--- config.mk ---
export PLATFORM = sky130hd
export DESIGN_NAME = a2d_sched_flat
export DESIGN_NICKNAME = d
export VERILOG_FILES = /design/src/rtl/a2d_sched_if.sv /design/src/rtl/a2d_sched.sv /design/src/flat_wrapper.sv
export SDC_FILE = /design/constraint.sdc
export NUM_CORES = 1
export LEC_CHECK = 0
export BUFFER_PORTS_ARGS = -buffer_cell sky130_fd_sc_hd__clkbuf_2
export CAP_MARGIN = 20
export CORE_MARGIN = 2
export CORE_UTILIZATION = 45
export CTS_BUF_LIST = sky130_fd_sc_hd__clkbuf_8 sky130_fd_sc_hd__clkbuf_16
export DETAILED_ROUTE_END_ITERATION = 16
export PLACE_DENSITY_LB_ADDON = 0.15
export SYNTH_ARGS = -nofsm -noshare
export SYNTH_HDL_FRONTEND = slang
export SYNTH_SLANG_ARGS = --single-unit
--- constraint.sdc ---
create_clock -name clk -period 3.7 [get_ports clk]
set_input_delay 0.555 -clock clk [delete_from_list [all_inputs] [get_ports clk]]
set_output_delay 0.555 -clock clk [all_outputs]
set_load 0.03 [all_outputs]
--- src/rtl/a2d_sched_if.sv ---
// SPI master handshake between the conversion scheduler and the shared A2D
// SPI master: transmit word with start strobe, receive word with done strobe.
interface a2d_sched_if;
  logic        wrt;
  logic [15:0] cmd;
  logic        done;
  logic [15:0] rd_data;

  modport master (output wrt, cmd, input done, rd_data);
  modport slave  (input wrt, cmd, output done, rd_data);
endinterface

--- src/rtl/a2d_sched.sv ---
// Round-robin left-load / right-load / battery conversion scheduler for one SPI A2D.
// Optional macro A2D_BATT_DECIM_EN: battery converted only on every 8th round.
module a2d_sched #(
  parameter logic [2:0] LFT_CH     = 3'd0,
  parameter logic [2:0] RGHT_CH    = 3'd4,
  parameter logic [2:0] BATT_CH    = 3'd5,
  parameter int         SETTLE_CYC = 4
) (
  input  logic              clk,
  input  logic              rst,
  input  logic              nxt,
  a2d_sched_if.master       bus,
  output logic [11:0]       lft_ld,
  output logic [11:0]       rght_ld,
  output logic [11:0]       batt,
  output logic              busy,
  output logic              upd,
  output logic              drop
);

  localparam int CNT_W = (SETTLE_CYC > 1) ? $clog2(SETTLE_CYC) : 1;
  localparam logic [CNT_W-1:0] CNT_LOAD = CNT_W'(SETTLE_CYC - 1);

  typedef enum logic [2:0] {
    IDLE, SEND_CMD, WAIT_CMD, SETTLE, SEND_RD, WAIT_RD, STORE
  } state_t;

  state_t           state, state_nxt;
  logic [1:0]       ci;
  logic [CNT_W-1:0] cnt;
  logic [15:0]      cmd_q;
  logic             start;
  logic             last;
  logic             unused_rd_hi;

  function automatic logic [2:0] ch_of(input logic [1:0] idx);
    case (idx)
      2'd0:    return LFT_CH;
      2'd1:    return RGHT_CH;
      default: return BATT_CH;
    endcase
  endfunction

  // A round may not start in the upd cycle: that nxt is dropped like any other.
  assign start = (state == IDLE) && nxt && !upd;

`ifdef A2D_BATT_DECIM_EN
  logic [2:0] rnd_cnt;
  assign last = (ci == 2'd2) || ((ci == 2'd1) && (rnd_cnt != 3'd0));

  always_ff @(posedge clk) begin
    if (rst)
      rnd_cnt <= 3'd0;
    else if (state == STORE && last)
      rnd_cnt <= rnd_cnt + 3'd1;
  end
`else
  assign last = (ci == 2'd2);
`endif

  // NOTE: every variable driven here gets a default first so no latch is inferred.
  always_comb begin
    state_nxt = state;
    case (state)
      IDLE:     if (start) state_nxt = SEND_CMD;
      SEND_CMD: state_nxt = WAIT_CMD;
      WAIT_CMD: if (bus.done) state_nxt = SETTLE;
      SETTLE:   if (cnt == '0) state_nxt = SEND_RD;
      SEND_RD:  state_nxt = WAIT_RD;
      WAIT_RD:  if (bus.done) state_nxt = STORE;
      STORE:    state_nxt = last ? IDLE : SEND_CMD;
      default:  state_nxt = IDLE;
    endcase
  end

  // NOTE: sequential state uses non-blocking assignments so every register
  // samples pre-edge values regardless of statement order.
  always_ff @(posedge clk) begin
    if (rst) begin
      state   <= IDLE;
      ci      <= 2'd0;
      cnt     <= '0;
      cmd_q   <= 16'h0000;
      lft_ld  <= 12'h000;
      rght_ld <= 12'h000;
      batt    <= 12'hFFF;
      upd     <= 1'b0;
    end else begin
      state <= state_nxt;
      upd   <= (state == STORE) && last;

      if (start) begin
        ci    <= 2'd0;
        cmd_q <= {2'b00, ch_of(2'd0), 11'h000};
      end

      if (state == WAIT_CMD && bus.done)
        cnt <= CNT_LOAD;
      else if (state == SETTLE && cnt != '0)
        cnt <= cnt - 1'b1;

      if (state == WAIT_RD && bus.done) begin
        case (ci)
          2'd0:    lft_ld  <= bus.rd_data[11:0];
          2'd1:    rght_ld <= bus.rd_data[11:0];
          default: batt    <= bus.rd_data[11:0];
        endcase
      end

      if (state == STORE && !last) begin
        ci    <= ci + 2'd1;
        cmd_q <= {2'b00, ch_of(ci + 2'd1), 11'h000};
      end
    end
  end

  assign bus.wrt      = (state == SEND_CMD) || (state == SEND_RD);
  assign bus.cmd      = cmd_q;
  assign busy         = (state != IDLE);
  assign drop         = nxt && (busy || upd);
  assign unused_rd_hi = ^bus.rd_data[15:12];

endmodule
--- src/flat_wrapper.sv ---
// flat-port wrapper written by rule: the top's interface ports become plain ports
module a2d_sched_flat 
#(
  parameter logic [2:0] LFT_CH     = 3'd0,
  parameter logic [2:0] RGHT_CH    = 3'd4,
  parameter logic [2:0] BATT_CH    = 3'd5,
  parameter int         SETTLE_CYC = 4
)
  (clk, rst, nxt, lft_ld, rght_ld, batt, busy, upd, drop, bus_wrt, bus_cmd, bus_done, bus_rd_data);
  a2d_sched_if bus_i ();
  input  logic clk;
  input  logic rst;
  input  logic nxt;
  output logic [11:0] lft_ld;
  output logic [11:0] rght_ld;
  output logic [11:0] batt;
  output logic busy;
  output logic upd;
  output logic drop;
  output wire logic [$bits(bus_i.wrt)-1:0] bus_wrt;
  output wire logic [$bits(bus_i.cmd)-1:0] bus_cmd;
  input wire logic [$bits(bus_i.done)-1:0] bus_done;
  input wire logic [$bits(bus_i.rd_data)-1:0] bus_rd_data;
  assign bus_wrt = bus_i.wrt;
  assign bus_cmd = bus_i.cmd;
  assign bus_i.done = bus_done;
  assign bus_i.rd_data = bus_rd_data;
  a2d_sched #(.LFT_CH(LFT_CH), .RGHT_CH(RGHT_CH), .BATT_CH(BATT_CH), .SETTLE_CYC(SETTLE_CYC)) u_core (.clk(clk), .rst(rst), .nxt(nxt), .bus(bus_i), .lft_ld(lft_ld), .rght_ld(rght_ld), .batt(batt), .busy(busy), .upd(upd), .drop(drop));
endmodule
== Yosys cells after proc, flatten, opt, wreduce, memory -nomap -nowiden ==
Index checks and enable logic that the tools add are counted.
Widths: inputs -> output; s select.
Storage, ports and cells
  register bits: 47
  word-level logic and storage cells: 62
  output and inout port bits: 56
Operators by class
  add/subtract/negate cells: 2
  muxes and demuxes: 13
  bitwise gates (word level): 1
  reductions and logical operators: 25
  equality and inequality tests: 13
Operators by type and width (number)
  $mux 14: 2
  $pmux 3 s7: 1
  $mux 3: 4
  $eq 3x3->1 const B: 3
  $logic_and 1x1->1: 8
  $mux 2: 4
  $eq 3x2->1 const B: 2
  $logic_not 2->1: 3
  $pmux 3 s2: 1
  $reduce_and 2->1: 3
  $reduce_bool 2->1: 3
  $eq 2x1->1 const B: 2
  $ne 2x1->1 const B: 2
  $ne 2x2->1 const B: 2
  $reduce_and 4->1: 1
  $eq 3x1->1 const B: 1
  $logic_not 3->1: 1
  $reduce_bool 3->1: 1
  $add 2x1->2 const B: 1
  $eq 2x2->1 const B: 1
  $logic_not 1->1: 2
  $logic_or 1x1->1: 2
  $reduce_or 2->1: 1
  $sub 2x1->2 const B: 1
  other kinds (2): 2

== Longest topological paths before layout ==
Gate-level depths: netlist (run 1).
  depth after elaboration: 5
  depth in mapped cells: 7

== Worst setup path before layout (run 1) ==
Ideal clock, no wire load.
  path type: reg-to-output
  from: register u_core.state[2]
  to: output port drop
  arrival: 1.389 ns
  required time: 3.145 ns
  buffers on the path: 1
  cell stages (with the launch flop): 4
  setup slack: 1.756 ns
  path through: dfxtp_1 > clkbuf_1 > or3_1 > o21a_1
On the way
  longest elaborated chain between the ends: 3
RTL lines
  from (decl): RTL line a2d_sched.sv:28  | state_t state, state_nxt;
  from (signal assigned): RTL line a2d_sched.sv:89  | state <= state_nxt;
  $reduce_bool 3->1: RTL line a2d_sched.sv:119  | assign busy = (state != IDLE);
  named net busy: RTL line flat_wrapper.sv:17  | output logic busy;
  $logic_or 1x1->1: RTL line a2d_sched.sv:120  | assign drop = nxt && (busy || upd);
  $logic_and 1x1->1: RTL line a2d_sched.sv:120
  to (decl): RTL line flat_wrapper.sv:19  | output logic drop;
The timed path passes the listed nets, and every way through them passes these cells.

== Final worst setup path (run 1) ==
  from: register u_core.ci[0]
  to: register u_core.batt[0]
On the way
  longest elaborated chain between the ends: 4
RTL lines
  from (decl): RTL line a2d_sched.sv:29  | logic [1:0] ci;
  from (signal assigned): RTL line a2d_sched.sv:111  | ci <= ci + 2'd1;
  $eq 2x1->1 or $logic_not 2->1 (tied branches): RTL line a2d_sched.sv:103  | case (ci)
  $reduce_or 2->1 (no line) (*)
  $not 1->1 (no line) (*)
  $reduce_and 2->1 (no line) (*)
  to (signal assigned): RTL line a2d_sched.sv:106  | default: batt <= bus.rd_data[11:0];
  to (decl): RTL line a2d_sched.sv:15  | output logic [11:0] batt,
Mark *: on every way between the ends. The rest lies on a longest branch, timed or not.
A chain may end at the register's enable or synchronous reset.

==> reports/results.tsv, run 1 <==
stage	metric	value	unit
outcome	status	completed	
setup_path	crit path launch type	register	
yosys	Yosys reg bits	45	
sta	fin crit period	2.177	ns
detailed_routing	top layer in use	met4	
yosys	Async S/R FF share, synth	0	%
cts	post-CTS setup buffers	0	
grt	largest net degree at the start of global routing	47	
grt	global-route wire length before repair	7.293	mm
yosys	Yosys cell types	37	
placement	# port buffers	57	
cts	CTS tree	yes	
setup_path	slowest cell on the critical path	nor2_1	
placement	detailed placer's ending HPWL	3.107	mm
sta	Setup-failing EPs final	0	
sta	crit share post-route	58.83	%
setup_path	Worst Path Max Fanout	14	
yosys	post-synthesis sequential area ratio	43.80	%
setup_path	WP data arrival	2.36	ns
yosys	ys flop type	dfxtp_1	
sta	clk_skew	0.005861	ns
detailed_routing	Total Routed Length	4.663	mm
floorplanning	Core ar.	4384	sq um
yosys	Yosys top cell area share	43.80	%
cts	clock sink total	45	
cells_and_area	area delta synth->final	13.38	%
power	Lkg Pwr	0.9796	nW
power	Power Internal	0.0006570	W
grt	Tot GR Track Use	17.99	%
detailed_routing	Residual DRC	0	
setup_path	Setup CP Type	register to register	
power	combinational fraction of design power	11.0	%
cells_and_area	share of cells above drive strength 1	25.09	%
floorplanning	# IOs	76	
detailed_routing	router iterations before antenna repair	4	
power	Sw Ratio	28.06	%
setup_path	cells along the critical path	inv_1, ha_1, nor2_1, nand2_2, a211o_1	
sta	Slew Viols, Final	0	
sta	worst-margin pin slew	0.9149	ns
floorplanning	row count	24	
hold_path	worst hold path type	register to register	
grt	vias in the first global route	1428	
flow_run	Max-cap violations	0	
placement	gp weighted congestion	0.7584	
power	switching pwr	0.0002562	W
power	Worst VDD drop	0.2114	mV
power	register share of total power	55.4	%
setup_path	Critical Path Max Stage Delay	0.56	ns
detailed_routing	DR iter-0 viols	127	
grt	initial antenna violation count	0	
sta	setup tns final	0	ns
detailed_routing	post-route ant nets	0	
cts	post-CTS sizing	0	
detailed_routing	Avg WL per Cell	14.26	um
detailed_routing	via count	1744	
cells_and_area	ant diodes	0	
power	Clock Power Share	33.6	%
floorplanning	die height	71.61	um
power	Power Dens Cells	391.6	nW/um^2
sta	RSZ-0062 raised after global routing	false	
yosys	Yosys warnings	0	
yosys	synth top area cells	dfxtp_1 (44%), nand3_1 (6.3%), o21ai_0 (6.3%)	
cells_and_area	nets@finish	299	
cts	CTS max path bufs	2	
yosys	Post-synth EDFFs	0	
floorplanning	Initial Util	46.92	%
placement	Placed Cells	319	
floorplanning	DIE WIDTH	71.61	um
floorplanning	Die ar.	5128	sq um
setup_path	CP Capture Type	register	
yosys	Syn Area/Cell	8.866	sq um
yosys	Syn Inst Count	232	
yosys	post-synth top area cell	dfxtp_1	
detailed_routing	routed length on met1	2.316	mm
cts	Inserted Clock Buffers	5	
detailed_routing	met3 wire len	287	um
sta	Hold Fails Final Rpt	0	
sta	fmax	459.4	MHz
cts	CTS Hold Bufs	0	
grt	Overflow after GRT	0	
setup_path	Req. time, crit path	3.88	ns
cells_and_area	filler cell count	436	
detailed_routing	wire length on met2	2.033	mm
cells_and_area	fin cells	327	
cts	H-tree depth	2	
sta	Rel. slew slack	39.01	%
yosys	Netlist Area Pre-Place	2057	sq um
cts	Clock Pin Slew Worst Setup and Hold Paths	0.09	ns
cts	clock latency on the worst-skew pair	0.29	ns
detailed_routing	DR vias/cell	5.333	
cts	Clk Tree Root Cell	clkbuf_8	
per-stage QoR:
| step | total power (W) | utilization [%] | cell area (sq um) | hold WS [ns] | setup slack [ns] |
|---|---|---|---|---|---|
| after floorplan | 0.0006048 | - | 2106 | 0.4555 | 1.756 |
| after global placement | 0.0006169 | 51.11 | 2241 | 0.4468 | 1.568 |
| after detailed placement | 0.0006175 | 51.11 | 2241 | 0.4534 | 1.531 |
| after CTS | 0.0009202 | 53.20 | 2332 | 0.4743 | 1.524 |
| after global routing | 0.0009606 | 53.20 | 2332 | 0.4842 | 1.323 |
| final | 0.0009133 | 53.20 | 2332 | 0.4682 | 1.523 |
critical path, delay by kind of cell (launching register included):
kind                       cells  cell delay [ns]
AOI/OAI and AO/OA              1             0.34
adders and majority gates      1             0.38
buffers and inverters          1             0.09
DFF                            1             0.40
and+or+nand+nor                2             0.85
cells by family after synthesis:
| logic type | Yosys count | share of synthesized area [%] |
|---|---|---|
| buffers and inverters | 44 | 12.29 |
| flip-flops | 45 | 43.80 |
| other | 1 | 0.1823 |
| multiplexers | 4 | 2.068 |
| adder cells (fa/ha/maj) | 5 | 3.041 |
| AO/OA/AOI/OAI | 73 | 21.47 |
| AND/OR/NAND/NOR | 59 | 16.73 |
| XOR/XNOR | 1 | 0.4259 |
layer usage:
layer / GRT usage, % / up-vias
met2: 24.28 / 58
met5: 0 / -
met4: 3.774 / 0
met3: 4.923 / 2
met1: 28.38 / 798
li1: - / 886
cells in the mapped netlist, drive strengths merged (2+ instances only):
master	count
mux2i	2
clkbuf	13
o32ai	2
nor2b	2
o21ai	26
nand3	26
and3	12
nor2	5
nor4bb	2
nand2b	4
dfxtp	45
inv	8
a211o	12
a211oi	2
mux2	2
ha	5
buf	23
a21oi	25
area by class of cell:
| cell class | count | area, sq um | share of cell area [%] |
|---|---|---|---|
| clock inverters | 3 | 22.52 | 0.9657 |
| repair buffers | 58 | 292.8 | 12.55 |
| flip-flops and latches | 45 | 900.9 | 38.63 |
| well taps | 52 | 65.06 | 2.790 |
| inverters | 8 | 30.03 | 1.288 |
| clock buffers | 5 | 68.82 | 2.951 |
| multi-input cells | 156 | 952.2 | 40.83 |
sequential cells by signal, summed over array words and instances (netlist names):
register and cells:
u_core.rght_ld 12, u_core.cnt 2, u_core.ci 1, u_core.state 3, u_core.lft_ld 12, u_core.batt 12
u_core.upd 1, u_core.bus.cmd 2
power groups by stage:
stage,registers (W),clock network (W),logic (W)
after floorplan,0.000506,0,0.0000984
after global placement,0.000517,0,0.000100
after detailed placement,0.000517,0,0.000100
after CTS,0.000506,0.000314,0.000101
after global routing,0.000509,0.000343,0.000108
final,0.000506,0.000307,0.000101
cells in the final DEF, fill, tap and decap left out, types with 2 or more instances in the layout:
| cell type | instances |
|---|---|
| o21ai_0 | 26 |
| ha_1 | 5 |
| mux2i_1 | 2 |
| nor4bb_1 | 2 |
| clkbuf_8 | 5 |
| nor2b_1 | 2 |
| and3_1 | 12 |
| a21oi_1 | 25 |
| nand3_1 | 26 |
| a211oi_1 | 2 |
| nand2b_1 | 4 |
| dfxtp_1 | 45 |
| clkbuf_2 | 57 |
| mux2_2 | 2 |
| o32ai_1 | 2 |
| clkinv_4 | 2 |
| conb_1 | 14 |
| a211o_1 | 12 |
| inv_1 | 8 |
| nor2_1 | 5 |
final timing paths:
path	startpoint	end	slack [ns]	cells past startpoint
worst min register to register	u_core.batt[2]	u_core.batt[2]	0.47	1
worst max register to register	u_core.ci[0]	u_core.batt[0]	1.52	5
worst max-delay path	u_core.ci[0]	u_core.batt[0]	1.52	5
worst min-delay path	u_core.batt[2]	u_core.batt[2]	0.47	1
Note: power is estimated with default switching activity, not from simulation.
==> inputs of run 2 (changes only) <==
==> constraint.sdc (replaced) <==
create_clock -name clk -period 2.15 [get_ports clk]
set_input_delay 0.3225 -clock clk [delete_from_list [all_inputs] [get_ports clk]]
set_output_delay 0.3225 -clock clk [all_outputs]
set_load 0.03 [all_outputs]
==> run 2 against run 1 <==
Effect of this change:
- worst setup slack worse by 1.2 ns
- sequential power is 70% higher
- core utilization is 1.0 points higher
- critical path depth is 1 lower
==> reports/results.tsv, run 2 (synthesis results as in run 1) <==
stage	metric	value	unit
setup_path	reg2reg end	u_core.batt[11]	
detailed_routing	Total Routed Length	4.546	mm
grt	largest net degree at the start of global routing	28	
placement	detailed placer's ending HPWL	3.234	mm
detailed_routing	Residual DRC	0	
cells_and_area	final core occ	54.20	%
sta	RSZ-0062 raised after global routing	false	
detailed_routing	post-route ant nets	0	
cts	Inserted Clock Buffers	5	
detailed_routing	router iterations before antenna repair	4	
cts	Clock Pin Slew Worst Setup and Hold Paths	0.09	ns
cells_and_area	filler cell count	422	
hold_path	Hold Path End	u_core.lft_ld[4]	
power	Lkg Pwr	1.006	nW
cells_and_area	fin cells	333	
sta	fmax	547.1	MHz
grt	global-route wire length before repair	7.396	mm
grt	vias in the first global route	1496	
placement	worst slack at placement	0.3641	ns
detailed_routing	DR vias/cell	5.381	
cts	clock latency on the worst-skew pair	0.29	ns
cts	post-CTS sizing	0	
placement	Placed Cells	325	
flow_run	Max-cap violations	0	
sta	crit share post-route	85.01	%
placement	# port buffers	57	
hold_path	HP Start	bus_rd_data[4]	
detailed_routing	Avg WL per Cell	13.65	um
floorplanning	Die ar.	5128	sq um
grt	Tot GR Track Use	18.22	%
cts	H-tree depth	2	
sta	Hold Fails Final Rpt	0	
grt	initial antenna violation count	0	
floorplanning	row count	24	
hold_path	hold path depth	3	
cells_and_area	share of cells above drive strength 1	26.69	%
floorplanning	DIE WIDTH	71.61	um
cts	Clk Tree Root Cell	clkbuf_8	
sta	Slew Viols, Final	0	
cells_and_area	area delta synth->final	15.51	%
floorplanning	die height	71.61	um
sta	Setup-failing EPs final	0	
setup_path	Setup CP Type	register to output pin	
detailed_routing	DR iter-0 viols	157	
power	Power Dens Cells	663.1	nW/um^2
sta	PnR worst setup slack	0.3222	ns
hold_path	worst hold path type	primary input to register	
floorplanning	Core ar.	4384	sq um
cts	CTS tree	yes	
placement	gp weighted congestion	0.8081	
setup_path	flop-to-flop setup slack	0.34	ns
detailed_routing	via count	1792	
cells_and_area	ant diodes	0	
outcome	status	completed	
setup_path	RR Startpoint	u_core.ci[0]	
setup_path	Worst Path Max Fanout	16	
sta	fin crit period	1.828	ns
setup_path	crit path launch type	register	
setup_path	WP data arrival	1.51	ns
cells_and_area	most frequent cells in the layout	clkbuf_2 (57), dfxtp_1 (45), nand3_1 (26), o21ai_0 (26), a21oi_1 (25)	
sta	setup tns final	0	ns
cells_and_area	top flop regs	u_core.batt (12), u_core.lft_ld (12), u_core.rght_ld (12)	
cts	clock sink total	45	
sta	Min Hold Slack	0.2876	ns
cts	CTS max path bufs	2	
grt	Overflow after GRT	0	
cells_and_area	nets@finish	305	
cts	post-CTS setup buffers	0	
sta	clk_skew	0.007833	ns
power	Worst VDD drop	0.3039	mV
setup_path	CP Capture Type	output pin	
cts	CTS Hold Bufs	0	
cells_and_area	most common cell after layout, fill and taps aside	clkbuf_2	
floorplanning	# IOs	76	
setup_path	R2R depth	6	
setup_path	Req. time, crit path	1.83	ns
floorplanning	Initial Util	46.92	%
[run 2: changes by cell type in the layout (fill, tap and decap cells not counted), sizes merged]
cell	delta
buf	+6
clkinv	-2
clkinvlp	+1
inv	+1
[run 2: critical path: stages (launching register included)]
cell and delay [ns]:
dfxtp_1 0.32, buf_4 0.18, or3_1 0.37, o21a_1 0.17, clkbuf_2 0.17
[run 2: metal layers]
| layer | routed length [um] | vias to the layer above | GRT usage, % |
|---|---|---|---|
| met2 | 2075 | 63 | 25.31 |
| met3 | 263 | 2 | 4.360 |
| met5 | 0 | - | 0 |
| li1 | - | 897 | - |
| met1 | 2190 | 830 | 27.45 |
| met4 | 16 | 0 | 6.289 |
[run 2: layout make-up]
cell class              count  area (sq um)  area share (%)
multi-input cells         156         952.2           40.07
flip-flops and latches     45         900.9           37.91
repair buffers             64         337.8           14.22
clock buffers               5         68.82           2.896
well taps                  52         65.06           2.738
inverters                   8         30.03           1.264
clock inverters             3         21.27          0.8952
[run 2: how the worst max path moves through the flow]
stage | depth (start not counted) | end | from | slack (ns)
after floorplan | 3 | drop | u_core.state[2] | 0.44
after global placement | 6 | u_core.batt[11] | u_core.bus.cmd[11] | 0.36
after detailed placement | 6 | u_core.batt[3] | u_core.ci[0] | 0.36
after CTS | 4 | drop | u_core.state[0] | 0.31
after global routing | 6 | u_core.batt[10] | u_core.ci[0] | 0.17
final | 4 | drop | u_core.state[0] | 0.32
[run 2: report_power, final]
part	switching [W]	total [W]	internal (W)
Sequential	0.0000155	0.000859	0.000843
Clock	0.000295	0.000526	0.000231
Combinational	0.000128	0.000191	0.0000623
[run 2: through the flow]
stage          total power (W)  area, sq um
2_1_floorplan         0.001041         2106
3_3_place_gp          0.001069         2286
3_5_place_dp          0.001069         2286
4_1_cts               0.001595         2376
5_1_grt               0.001652         2376
6_report              0.001575         2376
